**config.mk**
```make
export PLATFORM = sky130hd
export DESIGN_NAME = muldiv_unit_flat
export DESIGN_NICKNAME = d
export VERILOG_FILES = /design/src/rtl/muldiv_unit_if.sv /design/src/rtl/muldiv_unit.sv /design/src/flat_wrapper.sv
export SDC_FILE = /design/constraint.sdc
export NUM_CORES = 1
export LEC_CHECK = 0
export CAP_MARGIN = 20
export CORE_MARGIN = 2
export CORE_UTILIZATION = 35
export CTS_BUF_LIST = sky130_fd_sc_hd__clkbuf_4 sky130_fd_sc_hd__clkbuf_8
export DETAILED_ROUTE_END_ITERATION = 6
export HOLD_SLACK_MARGIN = 0.1
export SLEW_MARGIN = 20
export SYNTH_ARGS = -nofsm -noshare
export SYNTH_HDL_FRONTEND = slang
export SYNTH_SLANG_ARGS = --single-unit
```
**constraint.sdc**
```tcl
create_clock -name clk -period 8.9 [get_ports clk]
set_clock_uncertainty 0.15 [all_clocks]
set_input_delay 2.67 -clock clk [delete_from_list [all_inputs] [get_ports clk]]
set_output_delay 2.67 -clock clk [all_outputs]
set_load 0.02 [all_outputs]
```
**src/rtl/muldiv_unit_if.sv**
```systemverilog
// Pipeline-side bundle of the multiply/divide unit: EXE-stage requests,
// the DEC hazard input, and the HI/LO/busy/stall outputs.
interface muldiv_unit_if;
   logic        start_EXE;
   logic [1:0]  op_EXE;
   logic [31:0] a_EXE;
   logic [31:0] b_EXE;
   logic        mthi_EXE;
   logic        mtlo_EXE;
   logic        flush_EXE;
   logic        use_hilo_DEC;
   logic [31:0] hi;
   logic [31:0] lo;
   logic        busy;
   logic        stall_req;

   modport master (
      output start_EXE, op_EXE, a_EXE, b_EXE, mthi_EXE, mtlo_EXE, flush_EXE, use_hilo_DEC,
      input  hi, lo, busy, stall_req
   );

   modport slave (
      input  start_EXE, op_EXE, a_EXE, b_EXE, mthi_EXE, mtlo_EXE, flush_EXE, use_hilo_DEC,
      output hi, lo, busy, stall_req
   );
endinterface

```
**src/rtl/muldiv_unit.sv**
```systemverilog
// Iterative MULT/MULTU/DIV/DIVU unit with HI/LO: one bit per cycle over 32
// CALC cycles, then one FIXUP cycle applying sign and special-case rules.
module muldiv_unit (
   input  logic         clk,
   input  logic         reset,
   muldiv_unit_if.slave bus
);

   typedef enum logic [1:0] {
      IDLE  = 2'd0,
      CALC  = 2'd1,
      FIXUP = 2'd2
   } state_t;

   state_t      state_q, state_d;
   logic [4:0]  cnt_q, cnt_d;
   logic [63:0] acc_q, acc_d;     // mul: {partial, multiplier}; div: {remainder, quotient}
   logic [31:0] opnd_q, opnd_d;   // mul: multiplicand; div: divisor
   logic [31:0] a_orig_q, a_orig_d;
   logic        is_div_q, is_div_d;
   logic        neg_res_q, neg_res_d;
   logic        neg_rem_q, neg_rem_d;
   logic        dz_q, dz_d;
   logic        ovf_q, ovf_d;
   logic [31:0] hi_q, hi_d;
   logic [31:0] lo_q, lo_d;

   logic        signed_op_s;
   logic [31:0] abs_a_s;
   logic [31:0] abs_b_s;
   logic [32:0] sum_s;
   logic [32:0] rem_sh_s;
   logic [32:0] trial_s;
   logic [63:0] prod_s;

   // State, datapath and HI/LO registers.
   always_ff @(posedge clk or posedge reset) begin
      if (reset) begin
         state_q   <= IDLE;
         cnt_q     <= 5'd0;
         acc_q     <= 64'd0;
         opnd_q    <= 32'd0;
         a_orig_q  <= 32'd0;
         is_div_q  <= 1'b0;
         neg_res_q <= 1'b0;
         neg_rem_q <= 1'b0;
         dz_q      <= 1'b0;
         ovf_q     <= 1'b0;
         hi_q      <= 32'd0;
         lo_q      <= 32'd0;
      end else begin
         state_q   <= state_d;
         cnt_q     <= cnt_d;
         acc_q     <= acc_d;
         opnd_q    <= opnd_d;
         a_orig_q  <= a_orig_d;
         is_div_q  <= is_div_d;
         neg_res_q <= neg_res_d;
         neg_rem_q <= neg_rem_d;
         dz_q      <= dz_d;
         ovf_q     <= ovf_d;
         hi_q      <= hi_d;
         lo_q      <= lo_d;
      end
   end

   // Next-state, iteration step and result fix-up.
   always_comb begin
      state_d   = state_q;
      cnt_d     = cnt_q;
      acc_d     = acc_q;
      opnd_d    = opnd_q;
      a_orig_d  = a_orig_q;
      is_div_d  = is_div_q;
      neg_res_d = neg_res_q;
      neg_rem_d = neg_rem_q;
      dz_d      = dz_q;
      ovf_d     = ovf_q;
      hi_d      = hi_q;
      lo_d      = lo_q;

      signed_op_s = ~bus.op_EXE[0];
      abs_a_s  = (signed_op_s && bus.a_EXE[31]) ? (32'd0 - bus.a_EXE) : bus.a_EXE;
      abs_b_s  = (signed_op_s && bus.b_EXE[31]) ? (32'd0 - bus.b_EXE) : bus.b_EXE;
      sum_s    = {1'b0, acc_q[63:32]} + (acc_q[0] ? {1'b0, opnd_q} : 33'd0);
      rem_sh_s = {acc_q[63:32], acc_q[31]};
      trial_s  = rem_sh_s - {1'b0, opnd_q};
      prod_s   = neg_res_q ? (64'd0 - acc_q) : acc_q;

      case (state_q)
         IDLE: begin
            if (bus.start_EXE && !bus.flush_EXE) begin
               state_d   = CALC;
               cnt_d     = 5'd0;
               is_div_d  = bus.op_EXE[1];
               neg_res_d = signed_op_s & (bus.a_EXE[31] ^ bus.b_EXE[31]);
               neg_rem_d = signed_op_s & bus.a_EXE[31];
               dz_d      = bus.op_EXE[1] & (bus.b_EXE == 32'd0);
               ovf_d     = (bus.op_EXE == 2'b10) && (bus.a_EXE == 32'h8000_0000) &&
                           (bus.b_EXE == 32'hFFFF_FFFF);
               a_orig_d  = bus.a_EXE;
               if (bus.op_EXE[1]) begin
                  acc_d  = {32'd0, abs_a_s};
                  opnd_d = abs_b_s;
               end else begin
                  acc_d  = {32'd0, abs_b_s};
                  opnd_d = abs_a_s;
               end
            end else if (!bus.flush_EXE) begin
               if (bus.mthi_EXE) begin
                  hi_d = bus.a_EXE;
               end else begin
                  hi_d = hi_q;
               end
               if (bus.mtlo_EXE) begin
                  lo_d = bus.a_EXE;
               end else begin
                  lo_d = lo_q;
               end
            end else begin
               state_d = IDLE;
            end
         end
         CALC: begin
            cnt_d = cnt_q + 5'd1;
            if (is_div_q) begin
               if (!trial_s[32]) begin
                  acc_d = {trial_s[31:0], acc_q[30:0], 1'b1};
               end else begin
                  acc_d = {rem_sh_s[31:0], acc_q[30:0], 1'b0};
               end
            end else begin
               acc_d = {sum_s, acc_q[31:1]};
            end
            if (cnt_q == 5'd31) begin
               state_d = FIXUP;
            end else begin
               state_d = CALC;
            end
         end
         FIXUP: begin
            state_d = IDLE;
            if (is_div_q) begin
               if (dz_q) begin
                  lo_d = 32'hFFFF_FFFF;
                  hi_d = a_orig_q;
               end else if (ovf_q) begin
                  lo_d = 32'h8000_0000;
                  hi_d = 32'd0;
               end else begin
                  lo_d = neg_res_q ? (32'd0 - acc_q[31:0]) : acc_q[31:0];
                  hi_d = neg_rem_q ? (32'd0 - acc_q[63:32]) : acc_q[63:32];
               end
            end else begin
               hi_d = prod_s[63:32];
               lo_d = prod_s[31:0];
            end
         end
         default: begin
            state_d = IDLE;
         end
      endcase
   end

   assign bus.hi        = hi_q;
   assign bus.lo        = lo_q;
   assign bus.busy      = (state_q != IDLE);
   assign bus.stall_req = (state_q != IDLE) && bus.use_hilo_DEC;

endmodule

```
**src/flat_wrapper.sv**
```systemverilog
// flat-port wrapper written by rule: the top's interface ports become plain ports
module muldiv_unit_flat 
  (clk, reset, bus_start_EXE, bus_op_EXE, bus_a_EXE, bus_b_EXE, bus_mthi_EXE, bus_mtlo_EXE, bus_flush_EXE, bus_use_hilo_DEC, bus_hi, bus_lo, bus_busy, bus_stall_req);
  muldiv_unit_if bus_i ();
  input  logic clk;
  input  logic reset;
  input wire logic [$bits(bus_i.start_EXE)-1:0] bus_start_EXE;
  input wire logic [$bits(bus_i.op_EXE)-1:0] bus_op_EXE;
  input wire logic [$bits(bus_i.a_EXE)-1:0] bus_a_EXE;
  input wire logic [$bits(bus_i.b_EXE)-1:0] bus_b_EXE;
  input wire logic [$bits(bus_i.mthi_EXE)-1:0] bus_mthi_EXE;
  input wire logic [$bits(bus_i.mtlo_EXE)-1:0] bus_mtlo_EXE;
  input wire logic [$bits(bus_i.flush_EXE)-1:0] bus_flush_EXE;
  input wire logic [$bits(bus_i.use_hilo_DEC)-1:0] bus_use_hilo_DEC;
  output wire logic [$bits(bus_i.hi)-1:0] bus_hi;
  output wire logic [$bits(bus_i.lo)-1:0] bus_lo;
  output wire logic [$bits(bus_i.busy)-1:0] bus_busy;
  output wire logic [$bits(bus_i.stall_req)-1:0] bus_stall_req;
  assign bus_i.start_EXE = bus_start_EXE;
  assign bus_i.op_EXE = bus_op_EXE;
  assign bus_i.a_EXE = bus_a_EXE;
  assign bus_i.b_EXE = bus_b_EXE;
  assign bus_i.mthi_EXE = bus_mthi_EXE;
  assign bus_i.mtlo_EXE = bus_mtlo_EXE;
  assign bus_i.flush_EXE = bus_flush_EXE;
  assign bus_i.use_hilo_DEC = bus_use_hilo_DEC;
  assign bus_hi = bus_i.hi;
  assign bus_lo = bus_i.lo;
  assign bus_busy = bus_i.busy;
  assign bus_stall_req = bus_i.stall_req;
  muldiv_unit u_core (.clk(clk), .reset(reset), .bus(bus_i));
endmodule
```
# --- Yosys cells after proc, flatten, opt, wreduce, memory -nomap -nowiden ---
# Cells that the tools add are included.
op_classes:
  mux: 32
  n_bitwise: 5
  add_sub_neg: 8
  n_reduce_logical: 16
  n_eq_ne: 12
ops:
  columns: ["cell", "count"]
  rows:
  - ["32-bit two-way mux", 19]
  - ["64-bit two-way mux", 4]
  - ["32-bit case mux with 2 select lines", 2]
  - ["64-bit case mux with 2 select lines", 1]
  - ["1-bit by 32-bit subtractor with 32-bit output, first input constant", 4]
  - ["32-bit equality test, second input constant", 2]
  - ["1-bit by 64-bit subtractor with 64-bit output, first input constant", 1]
  - ["32-bit by 33-bit adder with 33-bit output", 1]
  - ["33-bit by 32-bit subtractor with 33-bit output", 1]
  - ["32-bit zero test", 1]
  - ["5-bit case mux with 2 select lines", 1]
  - ["2-bit != test, second input constant", 4]
  - ["4-bit AND reduction", 2]
  - ["1-bit logical AND", 6]
  - ["2-bit two-way mux", 3]
  - ["2-bit nonzero test", 3]
  - ["5-bit by 1-bit adder with 5-bit output, second input constant", 1]
  - ["5-bit equality test, second input constant", 1]
  - ["5-bit two-way mux", 1]
  - ["2-bit equality test, second input constant", 2]
  - ["2-bit case mux with 2 select lines", 1]
  - ["2-bit AND reduction", 2]
  - ["1-bit AND", 3]
  - ["3-bit by 2-bit != test with 1-bit output, second input constant", 1]
  - ["6 further kinds", 6]
word_totals:
  out_inout_bits: 66
  elab_cells: 85
  regBits: 204

# --- Longest topological paths before layout ---
logic_depth:
  depth_word: 6
  ltp_mapped: 16
  mapped_depth_nobuf: 14

# --- Least setup slack after synthesis ---
# OpenSTA, ideal clock, no wires.
synth_path:
  path_type: "input to output"
  from: "input port bus_use_hilo_DEC"
  to: "output port bus_stall_req"
  t_arrival_ns: 2.880
  path_slack_ns: 3.200
  cell_stages: 1
  required_time_ns: 6.080
  path_buffers: 0
  cell_sequence: "and2_1"
synth_via:
  elab_chain_cells: 1
synth_lines:
  columns: ["element", "line", "rtl"]
  rows:
  - ["start, declared", "flat_wrapper.sv:14", "input wire logic [$bits(bus_i.use_hilo_DEC)-1:0] bus_use_hilo_DEC;"]
  - ["1-bit logical AND", "muldiv_unit.sv:168", "assign bus.stall_req = (state_q != IDLE) && bus.use_hilo_DEC;"]
  - ["end, declared", "flat_wrapper.sv:18", "output wire logic [$bits(bus_i.stall_req)-1:0] bus_stall_req;"]
# No other way between the ends.

# --- Final worst setup path ---
# Ends and elaborated chain as after synthesis.

==> summary.md <==
| Metric | Value |
|---|---|
| Hold Path Sink | u_core.a_orig_q[5] |
| Die height | 224 µm |
| Worst EP required | roughly 6000 ps |
| CTS buffer count | 41 |
| Relative slew margins | 0.287 |
| Largest delay share family, worst path | buffers and inverters |
| Worst r2r src | u_core.acc_q[32] |
| Initial antenna violation count | 0 |
| Worst skew pair latency | approximately 610 ps |
| Actual slew at the worst max-slew pin | 1060 ps |
| DPL Wire Length | roughly 49000 µm |
| Area growth, synth to finish | 14.9% |
| Yosys warning count | 0 |
| R2R depth | 12 |
| Mapped Area | roughly 17000 µm² |
| Setup CP Type | in -> out |
| GRT Util Overall | 0.261 |
| Total Wirelength | 66200 µm |
| CTS tree | done |
| Final Setup Violations | 0 |
| Final WS setup | 2260 ps |
| R2R setup slack | 3980 ps |
| Ant. Diodes | 0 |
| Gr ovfl total | 0 |
| Share of cells above drive strength 1 | 0.0578 |
| Largest stage delay on the critical path | 600 ps |
| # nets final | between 2000 and 2500 |
| Hold buffer count at CTS | 0 |
| DIE WIDTH | 224 µm |
| Hold_sp | u_core.a_orig_q[5] |
| Crit-path max FO | 1 |
| Clock tree sinks | 204 |
| Clock tree buffer depth | 3 |
| Largest net degree at the start of global routing | around 110 |
| Post-CTS Resized | 0 |
| Hold_ws | ~330 ps |
| Commonest non-fill, non-tap cell in the layout | nand2_1 |
| Row count | 80 |
| Post-CTS Setup Repair Bufs | 0 |
| Tmin final | approximately 6600 ps |
| Drt wl/cell | 23.1 µm |
| Dpl ws | approximately 2300 ps |
| Max H-tree Level | 2 |
| Routed Antenna Nets | 0 |
| Status | completed |
| First drt pass iteration count | 5 |
| CTS root buf | clkbuf_8 |
| Number of port buffers | between 100 and 150 |
| Cells after Synth | around 2200 |
| Vias/cell | 5.92 |
| Setup_tns | 0 ps |
| LEAKAGE | 8.01 nW |
| Fillers | ~5000 |
| CP Launch Type | input port |
| VDD IR-drop max | 0.000214 V |
| Top FF cell, synth | dfrtp_1 |
| Final hold vios | 0 |
| PD cells | between 400 and 500 nW/µm² |
| Most Frequent Cell on Critical Path | clkdlybuf4s50_1 |
| Register bit total from synthesis | roughly 200 |
| Die area | around 50000 µm² |
| Slowest CP cell | clkdlybuf4s50_1 |
| Footprint of the multi-input gates | about 11000 µm² |
| Core area | around 48000 µm² |
| Initial Util | 0.355 |
| Slew Viols, Final | 0 |
| Iteration-0 DRC Markers | around 1600 |
| Detailed-route via count | about 17000 |
| Crit end category | primary output |
| Synthesized Nets | 2336 |
| Mapped Avg Cell Area | between 7 and 8 µm² |
| Worst-path clk slew | 50 ps |
| FF-to-FF End | u_core.acc_q[43] |
| Worst EP arrival | around 3800 ps |
| FF/Latch Area | 5110 µm² |
| CP Cell Sequence | clkdlybuf4s50_1 > and2_1 > clkdlybuf4s50_1 |
| Post-synth EDFFs | 0 |
| First-pass GRT wire length | between 100000 and 150000 µm |
| Max-Cap Viols | 0 |
| Final period util | 0.746 |
| F_max | 151 MHz |
| IO Pins | about 140 |
| Register area share after synthesis | 0.301 |
| RSZ-0062 raised after global routing | no |
| RePlAce Congestion | 0.948 |
| Vias in the first global route | about 16000 |
| Drt drc | 0 |
| Library cells used by synthesis | 80 |
| Hold Path Depth | 2 |
| Most frequent cells in the layout | nand2_1, nor2_1, dfrtp_1, a21oi_1, o21ai_0 |
| Post-synth ARST share | 1.00 |
| Hold Path Class | reg -> reg |
| Count of buffer and inverter cells on the critical path | 2 |
registers in the layout, indices dropped and copies added, names as in the netlist:
name              flops
u_core.neg_rem_q      1
u_core.state_q        2
u_core.dz_q           1
u_core.a_orig_q      32
u_core.acc_q         64
u_core.ovf_q          1
u_core.bus.hi        32
u_core.bus.lo        32
u_core.opnd_q        32
u_core.is_div_q       1
u_core.neg_res_q      1
u_core.cnt_q          5
worst max path at each step:
stage / cells past startpoint / slack [ps] / start / end
4_1_cts: 3 / 2260 / bus_use_hilo_DEC / bus_stall_req
2_1_floorplan: 1 / 510 / reset / u_core.a_orig_q[0]
6_report: 3 / 2260 / bus_use_hilo_DEC / bus_stall_req
5_1_grt: 3 / 2210 / bus_use_hilo_DEC / bus_stall_req
3_3_place_gp: 3 / 2250 / bus_use_hilo_DEC / bus_stall_req
3_5_place_dp: 3 / 2260 / bus_use_hilo_DEC / bus_stall_req
worst reg2reg max path, stage by stage, from the launching register on:
cell and delay [ps]:
dfrtp_1 530, inv_1 310, fa_1 280, nor2b_1 80
o31ai_1 360, a21boi_1 200, o41ai_2 670, o31a_1 360
a31oi_1 180, o311ai_4 430, buf_4 570, o21ai_0 300
a221o_1 360
report_power, final:
part           leakage [nW]  internal [mW]  total, mW  switching, mW
Sequential             2.45           1.38       2.03          0.649
Clock                 0.448          0.566       1.01          0.443
Combinational          5.11           2.05       4.94           2.89
layer usage:
layer | global-route usage | wire length (µm)
met1 | 0.373 | 30300
met4 | 0.117 | 2900
met3 | 0.0417 | 4960
met2 | 0.389 | 28000
met5 | 0 | 0
cell families (layout without fill, tap and decap cells):
family          count (synthesis)  after routing  share of synthesized area
fa+ha+maj                      73             73                     0.0547
simple gates                  727            727                      0.192
mux                            49             49                     0.0292
xor+xnor                      195            195                      0.101
flops                         204            204                      0.301
compound gates                712            712                      0.271
buf+inv                       230            291                     0.0523
final cells by class:
type | instances | area share
multi-input cells | 1756 | 0.565
flip-flops and latches | 204 | 0.262
repair buffers | 160 | 0.0790
clock buffers | 67 | 0.0412
well taps | 615 | 0.0394
inverters | 59 | 0.0117
clock inverters | 5 | 0.00141
synthesized netlist by cell type, drive strengths merged (8+ instances only):
cell type | count | share of area
a211oi | 58 | 0.026
a21o | 35 | 0.015
a21oi | 200 | 0.059
a221o | 11 | 0.0065
a221oi | 19 | 0.0098
a22oi | 17 | 0.0075
a31oi | 21 | 0.0077
and2 | 8 | 0.0029
and3 | 9 | 0.0033
buf | 24 | 0.0067
clkbuf | 147 | 0.033
dfrtp | 204 | 0.30
ha | 71 | 0.052
inv | 57 | 0.013
mux2i | 45 | 0.027
nand2 | 303 | 0.067
nand2b | 17 | 0.0063
nand3 | 27 | 0.0080
nand4 | 16 | 0.0059
nor2 | 207 | 0.046
nor2b | 16 | 0.0059
nor3 | 43 | 0.013
nor4 | 16 | 0.0063
o211a | 15 | 0.0088
o211ai | 20 | 0.0088
o21a | 13 | 0.0057
o21ai | 173 | 0.051
o221ai | 14 | 0.0072
o22ai | 11 | 0.0041
o31ai | 55 | 0.026
o41ai | 10 | 0.0060
or2 | 10 | 0.0038
or3 | 25 | 0.0095
or4 | 12 | 0.0057
xnor2 | 114 | 0.059
xor2 | 81 | 0.042
metrics by stage:
step                power, mW  instance area, µm²   util  std cells
floorplan                5.39               17000      -       2190
global placement         6.81               18700  0.390       2794
detailed placement       6.89               18700  0.390       2794
CTS                      7.92               19500  0.408       2866
global route             8.58               19500  0.408       2866
finish                   7.97               19500  0.408       2866
(Power assumes the default switching activity.)
